**config.mk**
```make
export PLATFORM = sky130hd
export DESIGN_NAME = crc8_frame_unit
export DESIGN_NICKNAME = d
export VERILOG_FILES = /design/src/rtl/crc8_frame_unit.sv
export SDC_FILE = /design/constraint.sdc
export NUM_CORES = 1
export LEC_CHECK = 0
export CAP_MARGIN = 20
export CORE_MARGIN = 1
export CORE_UTILIZATION = 54
export CTS_CLUSTER_DIAMETER = 40
export DETAILED_ROUTE_END_ITERATION = 16
export MAX_ROUTING_LAYER = met4
export PLACE_DENSITY = 0.87
export SYNTH_ARGS = -nofsm -noshare
export SYNTH_HDL_FRONTEND = slang
export SYNTH_SLANG_ARGS = --single-unit
```
**constraint.sdc**
```tcl
create_clock -name clk -period 2.8 [get_ports clk]
set_input_delay 0.56 -clock clk [delete_from_list [all_inputs] [get_ports clk]]
set_output_delay 0.56 -clock clk [all_outputs]
set_load 0.005 [all_outputs]
```
**src/rtl/crc8_frame_unit.sv**
```systemverilog
// CRC-8 (MSB-first, no reflection, no final XOR) over last-delimited frames; result valid 1 cycle after last beat.
// Input stalls (in_ready=0) only while a result waits for out_ready; one full beat is folded per cycle.
module crc8_frame_unit #(
    parameter int         DATA_W = 8,
    parameter logic [7:0] POLY   = 8'h07,
    parameter logic [7:0] INIT   = 8'h00
) (
    input  logic              clk,
    input  logic              reset,
    input  logic [DATA_W-1:0] in_data,
    input  logic              in_valid,
    input  logic              in_last,
    output logic              in_ready,
    output logic [7:0]        out_crc,
    output logic              out_ok,
    output logic              out_valid,
    input  logic              out_ready,
    output logic              busy
);

    localparam logic [1:0] IDLE   = 2'd0;
    localparam logic [1:0] ACCUM  = 2'd1;
    localparam logic [1:0] RESULT = 2'd2;

    logic [1:0]        state;
    logic [7:0]        crc_reg;
    logic [7:0]        crc_base;
    logic [7:0]        crc_next;
    logic [DATA_W-1:0] data_gated;
    logic              accept;

    // Unrolled per-bit LFSR step: the whole beat collapses into one XOR tree.
    function automatic logic [7:0] crc_update(input logic [7:0] crc_in,
                                              input logic [DATA_W-1:0] d);
        logic [7:0] c;
        logic       fb;
        c = crc_in;
        for (int i = DATA_W - 1; i >= 0; i--) begin
            fb = c[7] ^ d[i];
            c  = {c[6:0], 1'b0} ^ (fb ? POLY : 8'h00);
        end
        return c;
    endfunction

    assign in_ready = (state != RESULT);
    assign busy     = (state != IDLE);
    assign accept   = in_valid && in_ready;

    // Idle data is masked so an undriven bus never reaches the XOR tree.
    assign data_gated = in_valid ? in_data : '0;
    // A new frame always starts from INIT, whatever crc_reg holds.
    assign crc_base   = (state == ACCUM) ? crc_reg : INIT;

    always_comb begin
        crc_next = crc_update(crc_base, data_gated);
    end

    always_ff @(posedge clk) begin
        if (reset) begin
            state     <= IDLE;
            crc_reg   <= INIT;
            out_crc   <= 8'h00;
            out_ok    <= 1'b0;
            out_valid <= 1'b0;
        end else begin
            case (state)
                IDLE, ACCUM: begin
                    if (accept) begin
                        if (in_last) begin
                            out_crc   <= crc_next;
                            out_ok    <= (crc_next == 8'h00);
                            out_valid <= 1'b1;
                            crc_reg   <= INIT;
                            state     <= RESULT;
                        end else begin
                            crc_reg <= crc_next;
                            state   <= ACCUM;
                        end
                    end
                end
                RESULT: begin
                    if (out_ready) begin
                        out_valid <= 1'b0;
                        state     <= IDLE;
                    end
                end
                default: begin
                    state     <= IDLE;
                    crc_reg   <= INIT;
                    out_valid <= 1'b0;
                end
            endcase
        end
    end

endmodule
```
# After elaboration in Yosys (flattened, before gate mapping)

Index checks and enable logic that the tools add are counted.

Bits in registers: 20
Output and inout bits: 12
Logic and storage cells: 58
Input port bits: 13

Reductions and logical operators: 9
Multiplexer cells: 21
Eq/ne operators: 6
Bitwise gates (word level): 17

Operator list:

| operator           | number |
|---|---|
| $xor 8x3->8        | 8 |
| $mux 8             | 4 |
| $mux 3             | 8 |
| $pmux 8 s2         | 1 |
| $logic_not 8->1    | 1 |
| $ne 2x2->1 const B | 4 |
| $xor 1x1->1        | 8 |
| $mux 2             | 3 |
| $reduce_and 3->1   | 2 |
| $pmux 2 s2         | 1 |
| $reduce_and 2->1   | 2 |
| $mux 1             | 3 |
| $eq 2x1->1 const B | 1 |
| $eq 2x2->1 const B | 1 |
| $logic_not 2->1    | 1 |
| $pmux 1 s2         | 1 |
| $reduce_bool 2->1  | 1 |
| $reduce_or 2->1    | 1 |
| $logic_and 1x1->1  | 1 |
| $not 1->1          | 1 |

# Depth between registers and ports, before layout

Word-level depth: 29
Mapped depth: 7

# Worst setup path after synthesis

No wires, ideal clock.

Path kind: input port to flip-flop
Start point: in in_valid
End point: reg out_ok
Setup slack: 0.983 ns
Stages: 7
Setup time: 0.092 ns
Data arrival time: 1.725 ns
Cell sequence: buf_2 nor2b_1 and2_1 buf_2 buf_1 o2111ai_1 o32ai_1

Word-level cells in the longest chain between the ends: 14
Elaborated cells between the ends (all ways): 28
Those cells by class: mux (9); bitwise (16); reduce/logical (3)

Ends and longest elaborated chain:

| element                                    | line   | text |
|---|---|---|
| start: declaration                         | 11     | `input logic in_valid,` |
| $mux 8                                     | 50     | `assign data_gated = in_valid ? in_data : '0;` |
| $xor 1x1->1                                | 39     | `fb = c[7] ^ d[i];` |
| $mux 3                                     | 40     | `c = {c[6:0], 1'b0} ^ (fb ? POLY : 8'h00);` |
| $xor 8x3->8 (6 in series)                  | 40     |  |
| $xor 8x3->8 or $xor 1x1->1 (tied branches) | 40, 39 |  |
| $xor 1x1->1 or $mux 3 (tied branches)      | 39, 40 |  |
| $mux 3 or $xor 8x3->8 (tied branches)      | 40     |  |
| $xor 8x3->8                                | 40     |  |
| $logic_not 8->1                            | 71     | `out_ok <= (crc_next == 8'h00);` |
| end signal: assignment                     | 71     |  |
| end: declaration                           | 15     | `output logic out_ok,` |

Several ways; a longest one is shown, not always the timed one.
A chain may end at the register's enable or synchronous reset.

# Final worst setup path

Start point: reg state[0]
End point: out busy

Word-level cells in the longest chain between the ends: 1

Ends and longest elaborated chain:

| element                  | line | text |
|---|---|---|
| start: declaration       | 25   | `logic [1:0] state;` |
| start signal: assignment | 60   | `state <= IDLE;` |
| start signal: assignment | 74   | `state <= RESULT;` |
| start signal: assignment | 77   | `state <= ACCUM;` |
| $reduce_bool 2->1        | 46   | `assign busy = (state != IDLE);` |
| end: declaration         | 18   | `output logic busy` |

Every way passes these cells.

==> metrics.cfg <==
[clock_network]
htreeDepth = 1
root_buffer = clkbuf_4
clk_pin_slew_worst_paths_ps = 110
numCtsBuffers = 3
cts_resized = 0
cts_tree = built
clockBufferDepth = 2
post-cts-setup-buffer-count = 0
insertion_delay_ps = 310
numClockSinks = 20
cts_hold_buf = 0

[global_route]
antenna_found_initial = 0
grt_max_degree = 16
first_global_vias = 934
track_usage_pct = 22.25
grt.overflow.total = 0
grt_pass1_wl_um = 4015

[power]
p_clk_share_pct = 25.1
p_sw_mw = 0.2030
power_density_mw_per_mm2 = 442.3
comb_power_share_pct = 27.7
p_leak_nw = 0.6374
seqPwrFrac_pct = 47.3
p_int_mw = 0.4804
switching_share_pct = 29.71
ir_worst_vdd_mv = 0.3011

[finish]
nNetsFinal = 162
layout_commonest_cell = clkdlybuf4s50_1
diodes = 0
area_growth_pct = 23.13
drive_above_1_share_pct = 18.24
final_cell_mix = 24 x clkdlybuf4s50_1, 20 x nor2_1, 20 x dfxtp_1

[floorplan]
io-pin-count = 25
rows = 17
coreArea_mm2 = 0.002191
die_area_mm2 = 0.002521
fp.dieH_um = 50.21
die_w_um = 50.21
initial_core_util_pct = 57.28

[detailed_routing]
drcViolationCount = 0
via_per_inst = 5.216
first_pass_iters = 4
wl_um = 2325
wire_per_inst_um = 13.21
ant_nets = 0
drt_iter0_drc = 7
num_vias = 918

[sta]
timing.fmax_mhz = 428.3
post-route-period-util_pct = 83.39
setup-violations-final = 0
finalHoldViolCount = 0
tightest_slew_ps = 654.5
rsz0062_at_grt = no
min_period_ps = 2335
relSlewSlack_pct = 56.31
slew_violations = 0
fin_tns_setup_ps = 0
clock_skew_ps = 3.318
holdWs_ps = 479.3

[worst_setup_path]
critPathKind = reg2out
worst_ep_arrival_time_ps = 1770
cp-start-kind = register
cp_max_fo = 13
cp_cell_sequence = or2_2, clkdlybuf4s50_1
r2r_slack_ps = 680
path_buf_inv = 1
reg2regPathDepth = 6
end_kind = primary output
critical-path-max-stage-delay_ps = 760
path_delay_family = flip-flops
required_ps = 2240
crit_cells = 2
cp_slowest_cell = dfxtp_1

[yosys]
avgSynthCellArea_um2 = 10.12
synthTopCellsByArea = dfxtp_1 32%, xor2_2 9.1%, xor2_4 8.8%, nor2_1 6.0%, xor2_1 4.9%
syn_inst = 124
yosys.area.top_type = dfxtp_1
synth_nets = 137
synth-seq-cells = 20
synth_seq_area_share_pct = 31.90
synth_top_area_share_pct = 31.90
synth_area_mm2 = 0.001255
yosysWarnings = 0
ys_types = 34

[hold_path]
hp-class = reg2reg
whs_path_depth = 2

[place]
gp_congestion = 0.8489
hpwl_um = 1875
port_buffers = 24

[run]
max_cap_viol_count = 0

[status]
status = complete, no violations

-- area by class of cell --
| cell class | count | area (µm²) |
|---|---|---|
| multi-input combinational | 94 | 799.5 |
| fill | 159 | 645.6 |
| sequential | 20 | 400.4 |
| timing repair buffer | 27 | 262.8 |
| clock buffer | 4 | 36.28 |
| tap | 28 | 35.03 |
| inverter | 3 | 11.26 |
-- worst paths after layout --
kind	startpoint	end
worst max-delay path	state[0]$_SDFFE_PP0P_	busy
worst min-delay path	out_ok$_SDFFE_PP0P_	out_ok$_SDFFE_PP0P_
worst min register to register	out_ok$_SDFFE_PP0P_	out_ok$_SDFFE_PP0P_
worst max register to register	state[0]$_SDFFE_PP0P_	out_crc[1]$_SDFFE_PP0P_
-- power groups by stage --
stage / registers, mW / logic [mW] / clock network [mW]
floorplan: 0.323 / 0.130 / 0
global placement: 0.328 / 0.185 / 0
detailed placement: 0.330 / 0.190 / 0
CTS: 0.323 / 0.191 / 0.177
global route: 0.326 / 0.207 / 0.190
finish: 0.323 / 0.189 / 0.171
-- kinds of logic after synthesis --
logic type	share of synthesized area (%)
AOI/OAI and AO/OA	11.97
and+or+nand+nor	23.03
DFF	31.90
xor gates and xnor gates	25.52
muxes	3.191
buffers and inverters	4.387
-- tightest hold or removal path: stages, from the launching register on --
cell     delay, ps
dfxtp_1        320
inv_1           40
o32ai_1         70
-- cells in the mapped netlist --
master,n
dfxtp_1,20
and4_1,1
o32ai_1,1
o22ai_1,1
nand2_1,8
nor3_1,2
xor2_1,7
a22oi_1,4
a211oi_1,4
nor2b_1,2
a2bb2oi_1,3
inv_1,3
a2111oi_0,1
nand3b_4,3
mux2i_1,4
xor2_2,7
xnor2_1,4
buf_1,1
o2bb2a_2,1
nor2_2,1
nand2b_1,1
a21oi_1,4
and3_1,2
or2_2,1
o2111ai_1,1
clkbuf_1,2
nor4_1,1
nor2_1,20
xor2_4,4
nand3b_1,2
and2_1,1
nand3b_2,3
buf_2,2
buf_6,2
-- layer usage --
layer,global-route usage [%],share of wire (%)
met1,25.96,46
met2,36.44,49
met3,3.939,2.9
met4,11.43,1.9
met5,-,0
-- stage by stage --
stage          instance area (µm²)  total power [mW]  utilization [%]  setup WS (ps)  std cells
4_1_cts                       1545            0.6911            70.53          438.8        176
2_1_floorplan                 1255            0.4531                -          983.1        124
5_1_grt                       1545            0.7236            70.53          358.8        176
3_3_place_gp                  1509            0.5134            68.87          308.9        172
6_report                      1545            0.6834            70.53          465.2        176
3_5_place_dp                  1509            0.5201            68.87          225.3        172
No activity file was read; power rests on OpenSTA's default activity.
